File: config.mk
export PLATFORM = sky130hd
export DESIGN_NAME = pipeline_hazard_ctrl_flat
export DESIGN_NICKNAME = d
export VERILOG_FILES = /design/src/rtl/pipeline_hazard_ctrl_if.sv /design/src/rtl/pipeline_hazard_ctrl.sv /design/src/flat_wrapper.sv
export SDC_FILE = /design/constraint.sdc
export NUM_CORES = 1
export LEC_CHECK = 0
export CAP_MARGIN = 20
export CORE_UTILIZATION = 44
export DETAILED_ROUTE_END_ITERATION = 10
export MAX_ROUTING_LAYER = met4
export PLACE_DENSITY = 0.77
export SLEW_MARGIN = 20
export SYNTH_ARGS = -nofsm -noshare
export SYNTH_HDL_FRONTEND = slang
export SYNTH_SLANG_ARGS = --single-unit
File: constraint.sdc
create_clock -name clk -period 2.35 [get_ports clk]
set_clock_uncertainty 0.05 [all_clocks]
set_input_delay 0.47 -clock clk [delete_from_list [all_inputs] [get_ports clk]]
set_output_delay 0.47 -clock clk [all_outputs]
set_load 0.005 [all_outputs]
File: src/rtl/pipeline_hazard_ctrl_if.sv
// Control bundle between the hazard sequencer and the pipeline datapath.
// The datapath side (master) supplies hazard sources; the sequencer (slave) returns stage controls.
interface pipeline_hazard_ctrl_if #(
  parameter int CNT_W = 16
);
  logic [4:0]       id_rs;
  logic [4:0]       id_rt;
  logic             id_uses_rt;
  logic             ex_mem_read;
  logic [4:0]       ex_rt;
  logic             mem_branch_taken;
  logic             mem_busy;

  logic             pc_we;
  logic             ifid_we;
  logic             idex_we;
  logic             exmem_we;
  logic             memwb_we;
  logic             ifid_flush;
  logic             idex_flush;
  logic             exmem_flush;
  logic             memwb_flush;
  logic             pc_sel_branch;
  logic [1:0]       ctrl_state;
  logic [CNT_W-1:0] stall_cnt;
  logic [CNT_W-1:0] flush_cnt;

  modport master (
    output id_rs, id_rt, id_uses_rt, ex_mem_read, ex_rt, mem_branch_taken, mem_busy,
    input  pc_we, ifid_we, idex_we, exmem_we, memwb_we,
           ifid_flush, idex_flush, exmem_flush, memwb_flush,
           pc_sel_branch, ctrl_state, stall_cnt, flush_cnt
  );

  modport slave (
    input  id_rs, id_rt, id_uses_rt, ex_mem_read, ex_rt, mem_branch_taken, mem_busy,
    output pc_we, ifid_we, idex_we, exmem_we, memwb_we,
           ifid_flush, idex_flush, exmem_flush, memwb_flush,
           pc_sel_branch, ctrl_state, stall_cnt, flush_cnt
  );
endinterface

File: src/rtl/pipeline_hazard_ctrl.sv
// Stall/flush sequencer for the 5-stage pipeline: load-use stalls, MEM-resolved
// branch redirects, data-memory freezes, plus saturating stall/flush counters.
module pipeline_hazard_ctrl #(
  parameter int LOAD_USE_CYCLES = 1,
  parameter int CNT_W           = 16
) (
  input logic                 clk,
  input logic                 rst,
  pipeline_hazard_ctrl_if.slave bus
);

  typedef enum logic [1:0] {
    RUN      = 2'd0,
    LU_STALL = 2'd1,
    MEM_WAIT = 2'd2,
    UNUSED   = 2'd3
  } state_t;

  localparam logic [2:0]       LU_INIT = 3'(LOAD_USE_CYCLES - 1);
  localparam logic [CNT_W-1:0] CNT_MAX = '1;

  state_t           state, state_nxt;
  logic [2:0]       lu_cnt, lu_cnt_nxt;
  logic             hazard;
  logic             branch_go;
  logic [4:0]       we;
  logic [3:0]       flush;
  logic             sel_branch;
  logic [CNT_W-1:0] stall_cnt, flush_cnt;

  assign hazard = bus.ex_mem_read && (bus.ex_rt != 5'd0) &&
                  ((bus.ex_rt == bus.id_rs) || (bus.id_uses_rt && (bus.ex_rt == bus.id_rt)));
  assign branch_go = !bus.mem_busy && bus.mem_branch_taken;

  always_ff @(posedge clk or posedge rst) begin
    if (rst) begin
      state  <= RUN;
      lu_cnt <= 3'd0;
    end else begin
      state  <= state_nxt;
      lu_cnt <= lu_cnt_nxt;
    end
  end

  // A freeze holds an in-progress load-use stall; MEM_WAIT and the unused code fall through as RUN.
  always_comb begin
    state_nxt  = state;
    lu_cnt_nxt = lu_cnt;
    if (bus.mem_busy) begin
      if (state != LU_STALL) state_nxt = MEM_WAIT;
    end else if (bus.mem_branch_taken) begin
      state_nxt  = RUN;
      lu_cnt_nxt = 3'd0;
    end else if (state == LU_STALL) begin
      if (lu_cnt <= 3'd1) begin
        state_nxt  = RUN;
        lu_cnt_nxt = 3'd0;
      end else begin
        lu_cnt_nxt = lu_cnt - 3'd1;
      end
    end else if (hazard && (LOAD_USE_CYCLES > 1)) begin
      state_nxt  = LU_STALL;
      lu_cnt_nxt = LU_INIT;
    end else begin
      state_nxt = RUN;
    end
  end

  // we = {pc, ifid, idex, exmem, memwb}; flush = {ifid, idex, exmem, memwb}
  always_comb begin
    we         = 5'b11111;
    flush      = 4'b0000;
    sel_branch = 1'b0;
    if (rst) begin
      we    = 5'b00000;
      flush = 4'b1111;
    end else if (bus.mem_busy) begin
      we    = 5'b00000;
      flush = 4'b0001;
    end else if (bus.mem_branch_taken) begin
      flush      = 4'b1110;
      sel_branch = 1'b1;
    end else if ((state == LU_STALL) || hazard) begin
      we    = 5'b00111;
      flush = 4'b0100;
    end
  end

  always_ff @(posedge clk or posedge rst) begin
    if (rst) begin
      stall_cnt <= '0;
      flush_cnt <= '0;
    end else begin
      if (!we[4] && (stall_cnt != CNT_MAX)) stall_cnt <= stall_cnt + 1'b1;
      if (branch_go && (flush_cnt != CNT_MAX)) flush_cnt <= flush_cnt + 1'b1;
    end
  end

  assign bus.pc_we         = we[4];
  assign bus.ifid_we       = we[3];
  assign bus.idex_we       = we[2];
  assign bus.exmem_we      = we[1];
  assign bus.memwb_we      = we[0];
  assign bus.ifid_flush    = flush[3];
  assign bus.idex_flush    = flush[2];
  assign bus.exmem_flush   = flush[1];
  assign bus.memwb_flush   = flush[0];
  assign bus.pc_sel_branch = sel_branch;
  assign bus.ctrl_state    = state;
  assign bus.stall_cnt     = stall_cnt;
  assign bus.flush_cnt     = flush_cnt;

endmodule

File: src/flat_wrapper.sv
// flat-port wrapper written by rule: the top's interface ports become plain ports
module pipeline_hazard_ctrl_flat 
#(
  parameter int LOAD_USE_CYCLES = 1,
  parameter int CNT_W           = 16
)
  (clk, rst, bus_id_rs, bus_id_rt, bus_id_uses_rt, bus_ex_mem_read, bus_ex_rt, bus_mem_branch_taken, bus_mem_busy, bus_pc_we, bus_ifid_we, bus_idex_we, bus_exmem_we, bus_memwb_we, bus_ifid_flush, bus_idex_flush, bus_exmem_flush, bus_memwb_flush, bus_pc_sel_branch, bus_ctrl_state, bus_stall_cnt, bus_flush_cnt);
  pipeline_hazard_ctrl_if #(.CNT_W(CNT_W)) bus_i ();
  input logic clk;
  input logic rst;
  input wire logic [$bits(bus_i.id_rs)-1:0] bus_id_rs;
  input wire logic [$bits(bus_i.id_rt)-1:0] bus_id_rt;
  input wire logic [$bits(bus_i.id_uses_rt)-1:0] bus_id_uses_rt;
  input wire logic [$bits(bus_i.ex_mem_read)-1:0] bus_ex_mem_read;
  input wire logic [$bits(bus_i.ex_rt)-1:0] bus_ex_rt;
  input wire logic [$bits(bus_i.mem_branch_taken)-1:0] bus_mem_branch_taken;
  input wire logic [$bits(bus_i.mem_busy)-1:0] bus_mem_busy;
  output wire logic [$bits(bus_i.pc_we)-1:0] bus_pc_we;
  output wire logic [$bits(bus_i.ifid_we)-1:0] bus_ifid_we;
  output wire logic [$bits(bus_i.idex_we)-1:0] bus_idex_we;
  output wire logic [$bits(bus_i.exmem_we)-1:0] bus_exmem_we;
  output wire logic [$bits(bus_i.memwb_we)-1:0] bus_memwb_we;
  output wire logic [$bits(bus_i.ifid_flush)-1:0] bus_ifid_flush;
  output wire logic [$bits(bus_i.idex_flush)-1:0] bus_idex_flush;
  output wire logic [$bits(bus_i.exmem_flush)-1:0] bus_exmem_flush;
  output wire logic [$bits(bus_i.memwb_flush)-1:0] bus_memwb_flush;
  output wire logic [$bits(bus_i.pc_sel_branch)-1:0] bus_pc_sel_branch;
  output wire logic [$bits(bus_i.ctrl_state)-1:0] bus_ctrl_state;
  output wire logic [$bits(bus_i.stall_cnt)-1:0] bus_stall_cnt;
  output wire logic [$bits(bus_i.flush_cnt)-1:0] bus_flush_cnt;
  assign bus_i.id_rs = bus_id_rs;
  assign bus_i.id_rt = bus_id_rt;
  assign bus_i.id_uses_rt = bus_id_uses_rt;
  assign bus_i.ex_mem_read = bus_ex_mem_read;
  assign bus_i.ex_rt = bus_ex_rt;
  assign bus_i.mem_branch_taken = bus_mem_branch_taken;
  assign bus_i.mem_busy = bus_mem_busy;
  assign bus_pc_we = bus_i.pc_we;
  assign bus_ifid_we = bus_i.ifid_we;
  assign bus_idex_we = bus_i.idex_we;
  assign bus_exmem_we = bus_i.exmem_we;
  assign bus_memwb_we = bus_i.memwb_we;
  assign bus_ifid_flush = bus_i.ifid_flush;
  assign bus_idex_flush = bus_i.idex_flush;
  assign bus_exmem_flush = bus_i.exmem_flush;
  assign bus_memwb_flush = bus_i.memwb_flush;
  assign bus_pc_sel_branch = bus_i.pc_sel_branch;
  assign bus_ctrl_state = bus_i.ctrl_state;
  assign bus_stall_cnt = bus_i.stall_cnt;
  assign bus_flush_cnt = bus_i.flush_cnt;
  pipeline_hazard_ctrl #(.LOAD_USE_CYCLES(LOAD_USE_CYCLES), .CNT_W(CNT_W)) u_core (.clk(clk), .rst(rst), .bus(bus_i));
endmodule
==> reports/qor.yml, run 1 <==
outcome: "completed"
synth_nets: 184
synth_top_cell_area_share: 0.459
totalNegativeSetupSlack_ns: 0
clock-root-buffer: "clkbuf_8"
wirelength_mm: 4.26
worstSetupStartpointType: "input port"
placed_area_mm2: 0.00254
cts.reportedPaths.clkPinSlew_ns: 0.07
dp_hpwl_mm: 3.32
worstPathRequired_ns: 1.83
synth.area.top_cells: "dfrtp_1 (46%), xnor2_1 (16%), and3_1 (4.5%), nand4_1 (3.1%), nand3_1 (2.8%)"
io_pins: 65
viasPerCell: 5.08
fillCellCount: 289
insertion_delay_ns: 0.28
hold_class: "input port to asynchronous set/reset pin"
initial_core_util: 0.473
ys_types: 35
drc_errors: 0
synthMuxAreaShare: 0.0181
die-area_mm2: 0.00435
rows: 22
rsz0062_at_grt: "no"
diodes: 0
grt_pass1_wl_mm: 7.29
post-route-util: 0.694
arrival_ns: 1.78
setup_viol: 0
max_stage_delay_ns: 0.53
cp_max_fo: 2
crit_chain: "clkdlybuf4s15_2 > or4_4 > o21ai_2 > buf_4 > nor2_1 > a21o_1 > buf_2"
io_buffers: 63
synth-xor-area-share: 0.185
synthAdderAreaFrac: 0.0139
grt_use_total: 0.231
final_cell_area_mm2: 0.00264
synthCells: 161
wl_per_cell_um: 14.7
crit_slowest_cell: "or4_4"
ys_seq_area_frac: 0.459
synth_top_area_cell: "dfrtp_1"
synth_area_per_cell_um2: 11.2
die_h_um: 65.9
cts_inserted_buffers: 5
finalHoldViolCount: 0
antenna_found_initial: 0
syn2layout_area_growth_pct: 46.6
cts_tree: "built"
nNetsFinal: 263
gp_congestion: 0.898
synth-main-ff-cell: "dfrtp_1"
synth-compound-area-share: 0.0404
synthSimpleGateAreaFrac: 0.237
p_leak_nw: 1.19
cellPowerDensity_mw_per_mm2: 685
drv_cap: 0
async_reset_ff_frac: 1.00
drv_slew: 0
yosys_warnings: 0
cts_max_path_buffers: 2
fmax_mhz: 436
grt_max_degree: 34
vias: 1467
synth_top_family_by_area: "simple AND/OR/NAND/NOR gates"
cts_hold_buf: 0
post-route-period-util: 0.977
ant_nets: 0
critPathKind: "input port to output pin"
drt_iter0_markers: 72
grt_pass1_vias: 1549
cts-htree-levels: 2
core_area_mm2: 0.00380
vdd_ir_drop_max_uv: 556
final_cells: 289
dp_cells: 280
clkSinkCount: 33
cp-end-kind: "output pin"
synth_edf_count: 0
fin_crit_ns: 2.30
ys_ff_latch: 33
synthesis.area_mm2: 0.00180
drive_gt1_frac: 0.212
die_w_um: 65.9
dr.pass1.iters: 6
grt_overflow_total: 0
-- state kept, by name, summed over array words and instances (netlist names) --
| signal | count |
|---|---|
| u_core.bus.flush_cnt | 16 |
| u_core.bus.stall_cnt | 16 |
| u_core.bus.ctrl_state | 1 |
-- placed cells by master (no fill, tap or decap), types with 2 or more instances in the layout --
| cell | Yosys | final |
|---|---|---|
| clkdlybuf4s50_1 | 0 | 51 |
| xnor2_1 | 33 | 33 |
| dfrtp_1 | 33 | 33 |
| buf_4 | 6 | 17 |
| and3_1 | 13 | 13 |
| nand3_1 | 10 | 10 |
| nand4_1 | 9 | 9 |
| nand2_1 | 6 | 6 |
| nor2_1 | 7 | 6 |
| nand3_2 | 5 | 5 |
| xor2_1 | 5 | 5 |
| clkbuf_8 | 0 | 5 |
| inv_1 | 4 | 3 |
| and2_1 | 3 | 3 |
| nand4_2 | 3 | 3 |
| dlymetal6s2s_1 | 0 | 3 |
| dlygate4sd2_1 | 0 | 3 |
| buf_2 | 1 | 3 |
| and3_2 | 2 | 2 |
| ha_1 | 2 | 2 |
| clkinv_2 | 0 | 2 |
-- layout make-up --
cell class                 count  area [um2]  share of cell area
clock buffer                   5        68.8              0.0261
clock inverter                 3        17.5             0.00665
inverter                       4        15.0             0.00570
multi-input combinational    116         905               0.343
sequential                    33         826               0.313
tap                           48        60.1              0.0228
timing repair buffer          80         743               0.282
-- critical path, delay by kind of cell --
family | cells | cell delay, ns
buf+inv | 3 | 0.45
compound gates | 2 | 0.30
simple gates | 2 | 0.56
-- synth_stat cells, drive strengths merged, types with 3 or more instances --
cell type   n
and2        3
and3       15
buf         8
dfrtp      33
inv         4
nand2       6
nand3      16
nand4      13
nor2        7
xnor2      33
xor2        5
-- timing repair --
| action | in CTS | in global routing |
|---|---|---|
| pin swaps | 4 | 3 |
| gates resized for setup | 26 | 4 |
| setup buffers | 0 | 1 |
| endpoints found under the setup margin | 7 | 6 |
-- per-layer routing --
metal | share of wire | up-vias | GRT usage | routed length (um)
met5 | 0 | - | - | 0
met4 | 0.017 | 0 | 0.0707 | 72
met3 | 0.040 | 8 | 0.0603 | 170
met2 | 0.52 | 42 | 0.389 | 2220
met1 | 0.42 | 705 | 0.267 | 1790
li1 | - | 712 | - | -
-- through the flow --
| step | setup WS (ns) | hold WS [ns] | power (mW) |
|---|---|---|---|
| global placement | -0.578 | 0.423 | 1.37 |
| global route | 0.00394 | 0.446 | 1.92 |
| floorplan | 0.0822 | 0.427 | 1.05 |
| CTS | 0.00724 | 0.449 | 1.82 |
| detailed placement | -0.629 | 0.435 | 1.40 |
| finish | 0.0549 | 0.400 | 1.81 |
-- power by group --
part / switching, mW / total [mW] / internal (mW)
sequential: 0.137 / 0.815 / 0.679
combinational: 0.200 / 0.569 / 0.369
clock: 0.216 / 0.421 / 0.204
-- worst paths after layout --
| kind | start | to | slack (ns) | cells after the start |
|---|---|---|---|---|
| worst max-delay path | bus_ex_rt[4] | bus_idex_flush | 0.05 | 7 |
| worst min-delay path | rst | u_core.bus.ctrl_state[1] | 0.40 | 4 |
| worst min register to register | u_core.bus.stall_cnt[5] | u_core.bus.stall_cnt[5] | 0.44 | 1 |
| max in group asynchronous | rst | u_core.bus.stall_cnt[0] | 1.55 | 4 |
| worst max register to register | u_core.bus.stall_cnt[3] | u_core.bus.stall_cnt[1] | 0.40 | 6 |
| min in group clk | u_core.bus.stall_cnt[5] | u_core.bus.stall_cnt[5] | 0.44 | 1 |
-- cell families (layout without fill, tap and decap cells) --
family,count (synthesis),count (layout)
and+or+nand+nor,64,64
xor gates and xnor gates,38,38
DFF,33,33
buffers and inverters,12,92
AOI/OAI and AO/OA,8,8
muxes,3,3
adders and majority gates,2,2
other,1,1
(Power assumes the default switching activity.)
==> inputs of run 2 (changes only) <==
- ABC_CLOCK_PERIOD_IN_PS: unset -> 2350
- RECOVER_POWER: unset -> 50
==> run 2 against run 1 <==
  * Worst hold slack gained 0.036 ns
  * Highest routed layer unchanged
  * First-iteration DRC count grew 14%
  * Sequential share of layout area grew 0.18 points
  * Sequential cell count is the same
  * Global-route usage is the same
  * Largest power group unchanged
==> reports/qor.yml, run 2 (synthesized netlist as in run 1, its figures left out) <==
worstSetupStartpointType: "input port"
die_w_um: 65.9  # unchanged
most-common-layout-cells: "clkdlybuf4s50_1 (34), xnor2_1 (33), dfrtp_1 (33)"
die_h_um: 65.9  # unchanged
rows: 22  # unchanged
vias: 1456  # -0.75%
dr.pass1.iters: 4  # -2
crit_slowest_cell: "or4_4"
grt_max_degree: 34  # unchanged
initial_core_util: 0.473  # unchanged
max_stage_delay_ns: 0.53  # about the same
drv_cap: 0  # unchanged
netSwitchingFraction: 0.308  # +0.00201
nNetsFinal: 263  # unchanged
grt_pass1_wl_mm: 7.29  # unchanged
cts_inserted_buffers: 5  # unchanged
cp-end-kind: "output pin"
busiest_layer: "met2"
vdd_ir_drop_max_uv: 539  # -3.0%
setup_viol: 0  # unchanged
io_buffers: 63  # unchanged
cp_max_fo: 2  # unchanged
outcome: "completed"
clock-root-buffer: "clkbuf_8"
worstPathRequired_ns: 1.83  # about the same
ant_nets: 0  # unchanged
core_area_mm2: 0.00380  # unchanged
met1_usage: 0.267  # unchanged
tightest_slew_ns: 0.816
io_pins: 65  # unchanged
syn2layout_area_growth_pct: 45.7
critPathKind: "input port to output pin"
fin_crit_ns: 2.30  # -0.00000380 ns
die-area_mm2: 0.00435  # unchanged
worstHoldStart: "u_core.bus.stall_cnt[5]"
hold_depth: 1
min_to: "u_core.bus.stall_cnt[5]"
cellPowerDensity_mw_per_mm2: 681  # -0.63%
fin_total_pwr_mw: 1.78  # -1.2%
crit_chain: "clkdlybuf4s15_2 > or4_4 > o21ai_2 > buf_4 > nor2_1 > a21o_1 > buf_2"
fmax_mhz: 436  # about the same
pwr-share-comb: 0.308  # -0.007
drive_gt1_frac: 0.207  # -0.00415
post-route-util: 0.690  # -0.00395
totalNegativeSetupSlack_ns: 0  # unchanged
dp_hpwl_mm: 3.32  # unchanged
cts_hold_buf: 0  # unchanged
p_int_mw: 1.23  # -1.5%
placed_area_mm2: 0.00254  # unchanged
arrival_ns: 1.78  # about the same
final_common_cell: "clkdlybuf4s50_1"
gp_congestion: 0.898  # unchanged
insertion_delay_ns: 0.28  # about the same
final_cell_area_mm2: 0.00262  # -0.57%
grt_pass1_vias: 1549  # unchanged
p_seq_frac: 0.456  # +0.004
p_leak_nw: 1.21  # +1.5%
viasPerCell: 5.04  # -0.75%
post-route-period-util: 0.977  # about the same
crit_family: "simple AND/OR/NAND/NOR gates"
power.switching_mw: 0.550  # -0.55%
cts_max_path_buffers: 2  # unchanged
clkSinkCount: 33  # unchanged
cts_tree: "built"
slew_headroom: 0.456
drc_errors: 0  # unchanged
grt_use_met3: 0.0603  # unchanged
grt_use_total: 0.231  # unchanged
drv_slew: 0  # unchanged
grt_overflow_total: 0  # unchanged
wirelength_mm: 4.22  # -0.75%
finalHoldViolCount: 0  # unchanged
cts.reportedPaths.clkPinSlew_ns: 0.07  # about the same
regToRegStartpoint: "u_core.bus.stall_cnt[3]"
rsz0062_at_grt: "no"
r2r_cells: 6  # unchanged
p_clk_frac: 0.236  # +0.003
wl_per_cell_um: 14.6  # -0.75%
hold_class: "flip-flop to flip-flop"
cts-htree-levels: 2  # unchanged
diodes: 0  # unchanged
path_buf_inv: 3  # unchanged
fillCellCount: 292  # +1.0%
r2r_slack_ns: 0.40  # about the same
grtUsageMet2: 0.389  # unchanged
drt_iter0_markers: 82  # +14%
r2r-end: "u_core.bus.stall_cnt[1]"
antenna_found_initial: 0  # unchanged
[run 2: cell types whose count changed in the layout (fill, tap and decap cells not counted), sizes merged]
cell	delta
buf	-2
clkbuf	+2
clkdlybuf4s25	+2
clkdlybuf4s50	-17
dlygate4sd3	+17
dlymetal6s2s	-2
[run 2: worst reg2reg max path, delay by kind of cell, from the launching register on]
kind / cells / cell delay, ns
mux: 1 / 0.32
flops: 1 / 0.43
simple gates: 5 / 1.04
[run 2: cell type report]
| cell class | instances | area (um2) | share of cell area |
|---|---|---|---|
| inverters | 4 | 15.0 | 0.00573 |
| flip-flops and latches | 33 | 826 | 0.315 |
| clock inverters | 3 | 17.5 | 0.00669 |
| repair buffers | 80 | 736 | 0.281 |
| multi-input cells | 116 | 897 | 0.342 |
| clock buffers | 5 | 68.8 | 0.0263 |
| well taps | 48 | 60.1 | 0.0229 |
[run 2: worst max-delay path by stage]
stage	startpoint	to	slack, ns	depth (start not counted)
floorplan	bus_ex_rt[0]	bus_pc_we	0.08	7
CTS	bus_mem_busy	bus_pc_sel_branch	0.007	5
finish	bus_ex_rt[4]	bus_idex_flush	0.05	7
global placement	bus_ex_rt[0]	bus_pc_we	-0.58	7
detailed placement	bus_ex_rt[0]	bus_ifid_we	-0.63	7
global route	bus_ex_rt[4]	bus_idex_flush	0.004	7
[run 2: what timing repair did]
item,in CTS,in global routing
gates resized for setup,26,4
pin swaps,4,3
endpoints found under the setup margin,7,6
setup buffers,0,1
[run 2: power groups by stage]
stage / clock network [mW] / logic [mW] / registers, mW
after floorplan: 0 / 0.237 / 0.809
after global routing: 0.462 / 0.604 / 0.834
after detailed placement: 0 / 0.575 / 0.824
final: 0.420 / 0.550 / 0.813
after CTS: 0.433 / 0.577 / 0.814
after global placement: 0 / 0.557 / 0.816
[run 2: per-layer routing]
metal,wire [um],up-vias,share of wire
met1,1790,692,0.42
li1,-,714,-
met2,2190,42,0.52
met5,0,-,0
met4,72,0,0.017
met3,170,8,0.040
[run 2: per-stage QoR]
| step | hold slack, ns | worst slack, ns | cells |
|---|---|---|---|
| 5_1_grt | 0.461 | 0.00393 | 289 |
| 2_1_floorplan | 0.427 | 0.0822 | 161 |
| 4_1_cts | 0.449 | 0.00724 | 288 |
| 3_3_place_gp | 0.423 | -0.578 | 280 |
| 3_5_place_dp | 0.435 | -0.629 | 280 |
| 6_report | 0.436 | 0.0549 | 289 |
==> inputs of run 3 (changes only) <==
- SKIP_CTS_REPAIR_TIMING: unset -> 1
==> run 3 against run 2 <==
  * Register-to-register slack is essentially flat
  * Final cell count is the same
  * First-iteration DRC count shrank 8.5%
  * Die area is the same
  * Via count grew 0.82%
  * Sequential power is essentially flat
  * Non-clock buffer count is the same
  * Utilization grew 0.59 points
  * Worst hold slack gained 0.0015 ns
  * Routed wire length grew 1.5%
  * Clock power is essentially flat
  * Largest cell class unchanged
  * Largest power group unchanged
==> reports/qor.yml, run 3 (synthesized netlist as in run 1, its figures left out) <==
insertion_delay_ns: 0.28  # about the same
pwr-share-comb: 0.310  # +0.002
r2r_slack_ns: 0.40  # about the same
dp_cells: 280  # unchanged
fmax_mhz: 434  # -0.44%
drive_gt1_frac: 0.195  # -0.0124
grt_pass1_vias: 1536  # -0.84%
min_to: "u_core.bus.stall_cnt[5]"
vias: 1468  # +0.82%
cts_tree: "built"
outcome: "completed"
max_stage_delay_ns: 0.54  # about the same
cp_max_fo: 2  # unchanged
core_area_mm2: 0.00380  # unchanged
regToRegStartpoint: "u_core.bus.stall_cnt[3]"
grt_max_degree: 34  # unchanged
r2r_cells: 6  # unchanged
rows: 22  # unchanged
critPathKind: "input port to output pin"
ant_nets: 0  # unchanged
hold_class: "flip-flop to flip-flop"
tightest_slew_ns: 0.815  # -0.00132 ns
clkSinkCount: 33  # unchanged
p_leak_nw: 1.25  # +3.6%
p_clk_frac: 0.235  # about the same
worstSetupStartpointType: "input port"
fillCellCount: 290  # -0.68%
cp-end-kind: "output pin"
most-common-layout-cells: "clkdlybuf4s50_1 (35), xnor2_1 (33), dfrtp_1 (33)"
crit_chain: "dlymetal6s2s_1 > or4_4 > o21ai_2 > nor2_1 > a21o_4 > inv_1 > clkbuf_2"
arrival_ns: 1.79  # about the same
r2r-end: "u_core.bus.stall_cnt[1]"
drc_errors: 0  # unchanged
grt_use_total: 0.229  # -0.00151
wl_per_cell_um: 14.8  # +1.5%
finalHoldViolCount: 0  # unchanged
post-route-period-util: 0.981  # +0.00435
dr.pass1.iters: 4  # unchanged
die_w_um: 65.9  # unchanged
io_pins: 65  # unchanged
cts_max_path_buffers: 2  # unchanged
worstPathRequired_ns: 1.83  # about the same
nNetsFinal: 263  # unchanged
diodes: 0  # unchanged
drv_cap: 0  # unchanged
power.switching_mw: 0.551  # +0.16%
slew_headroom: 0.457  # +0.000881
final_common_cell: "clkdlybuf4s50_1"
antenna_found_initial: 0  # unchanged
drt_iter0_markers: 75  # -8.5%
die_h_um: 65.9  # unchanged
cts.reportedPaths.clkPinSlew_ns: 0.06  # about the same
crit_slowest_cell: "or4_4"
dp_hpwl_mm: 3.32  # unchanged
drv_slew: 0  # unchanged
viasPerCell: 5.08  # +0.82%
final_cells: 289  # unchanged
grt_overflow_total: 0  # unchanged
die-area_mm2: 0.00435  # unchanged
p_int_mw: 1.24  # +0.25%
p_seq_frac: 0.455  # about the same
initial_core_util: 0.473  # unchanged
grt_pass1_wl_mm: 7.25  # -0.58%
hold_depth: 1  # unchanged
syn2layout_area_growth_pct: 47.0
worstHoldStart: "u_core.bus.stall_cnt[5]"
clock-root-buffer: "clkbuf_8"
setup_viol: 0  # unchanged
cts-htree-levels: 2  # unchanged
fin_crit_ns: 2.31  # +0.0102 ns
vdd_ir_drop_max_uv: 539  # about the same
cts_inserted_buffers: 5  # unchanged
fin_total_pwr_mw: 1.79  # +0.22%
io_buffers: 63  # unchanged
cellPowerDensity_mw_per_mm2: 676  # -0.63%
wirelength_mm: 4.29  # +1.5%
netSwitchingFraction: 0.308  # about the same
gp_congestion: 0.898  # unchanged
run 3: final cells by class:
class / instances / area [um2] / share of cell area
clock buffers: 5 / 68.8 / 0.0260
multi-input cells: 116 / 900 / 0.340
flip-flops and latches: 33 / 826 / 0.313
clock inverters: 3 / 17.5 / 0.00663
inverters: 4 / 15.0 / 0.00568
well taps: 48 / 60.1 / 0.0227
repair buffers: 80 / 756 / 0.286
run 3: how the worst max path moves through the flow:
stage                       from     endpoint  slack (ns)  depth (start not counted)
CTS                 bus_ex_rt[0]  bus_ifid_we       -0.63                          7
global route        bus_ex_rt[4]  bus_ifid_we     -0.0006                          7
global placement    bus_ex_rt[0]    bus_pc_we       -0.58                          7
floorplan           bus_ex_rt[0]    bus_pc_we        0.08                          7
detailed placement  bus_ex_rt[0]  bus_ifid_we       -0.63                          7
finish              bus_ex_rt[4]  bus_ifid_we        0.04                          7
run 3: metrics by stage:
step                      hold slack, ns   TNS (ns)   util  setup WS [ns]  area, um2
final                              0.438          0  0.696         0.0446       2640
after floorplan                    0.427          0      -         0.0822       1800
after detailed placement           0.435      -4.23  0.670         -0.629       2540
after global placement             0.423      -2.85  0.670         -0.578       2540
after CTS                          0.449      -2.18  0.692         -0.634       2630
after global routing               0.461  -0.000625  0.696      -0.000625       2640
run 3: metal layers:
metal  wire [um]  GRT usage  up-vias
li1            -          -      712
met1        1810      0.265      698
met2        2230      0.386       46
met3         176     0.0603       12
met4          72     0.0707        0
met5           0          -        -
run 3: power groups by stage:
stage	registers (mW)	clock network, mW	logic, mW
after floorplan	0.809	0	0.237
after global placement	0.816	0	0.557
final	0.814	0.420	0.554
after global routing	0.834	0.462	0.608
after CTS	0.814	0.433	0.581
after detailed placement	0.824	0	0.575
run 3: critical path: cells and delay by family:
family / cells / cell delay, ns
AOI/OAI and AO/OA: 2 / 0.37
buffers and inverters: 3 / 0.33
and+or+nand+nor: 2 / 0.61
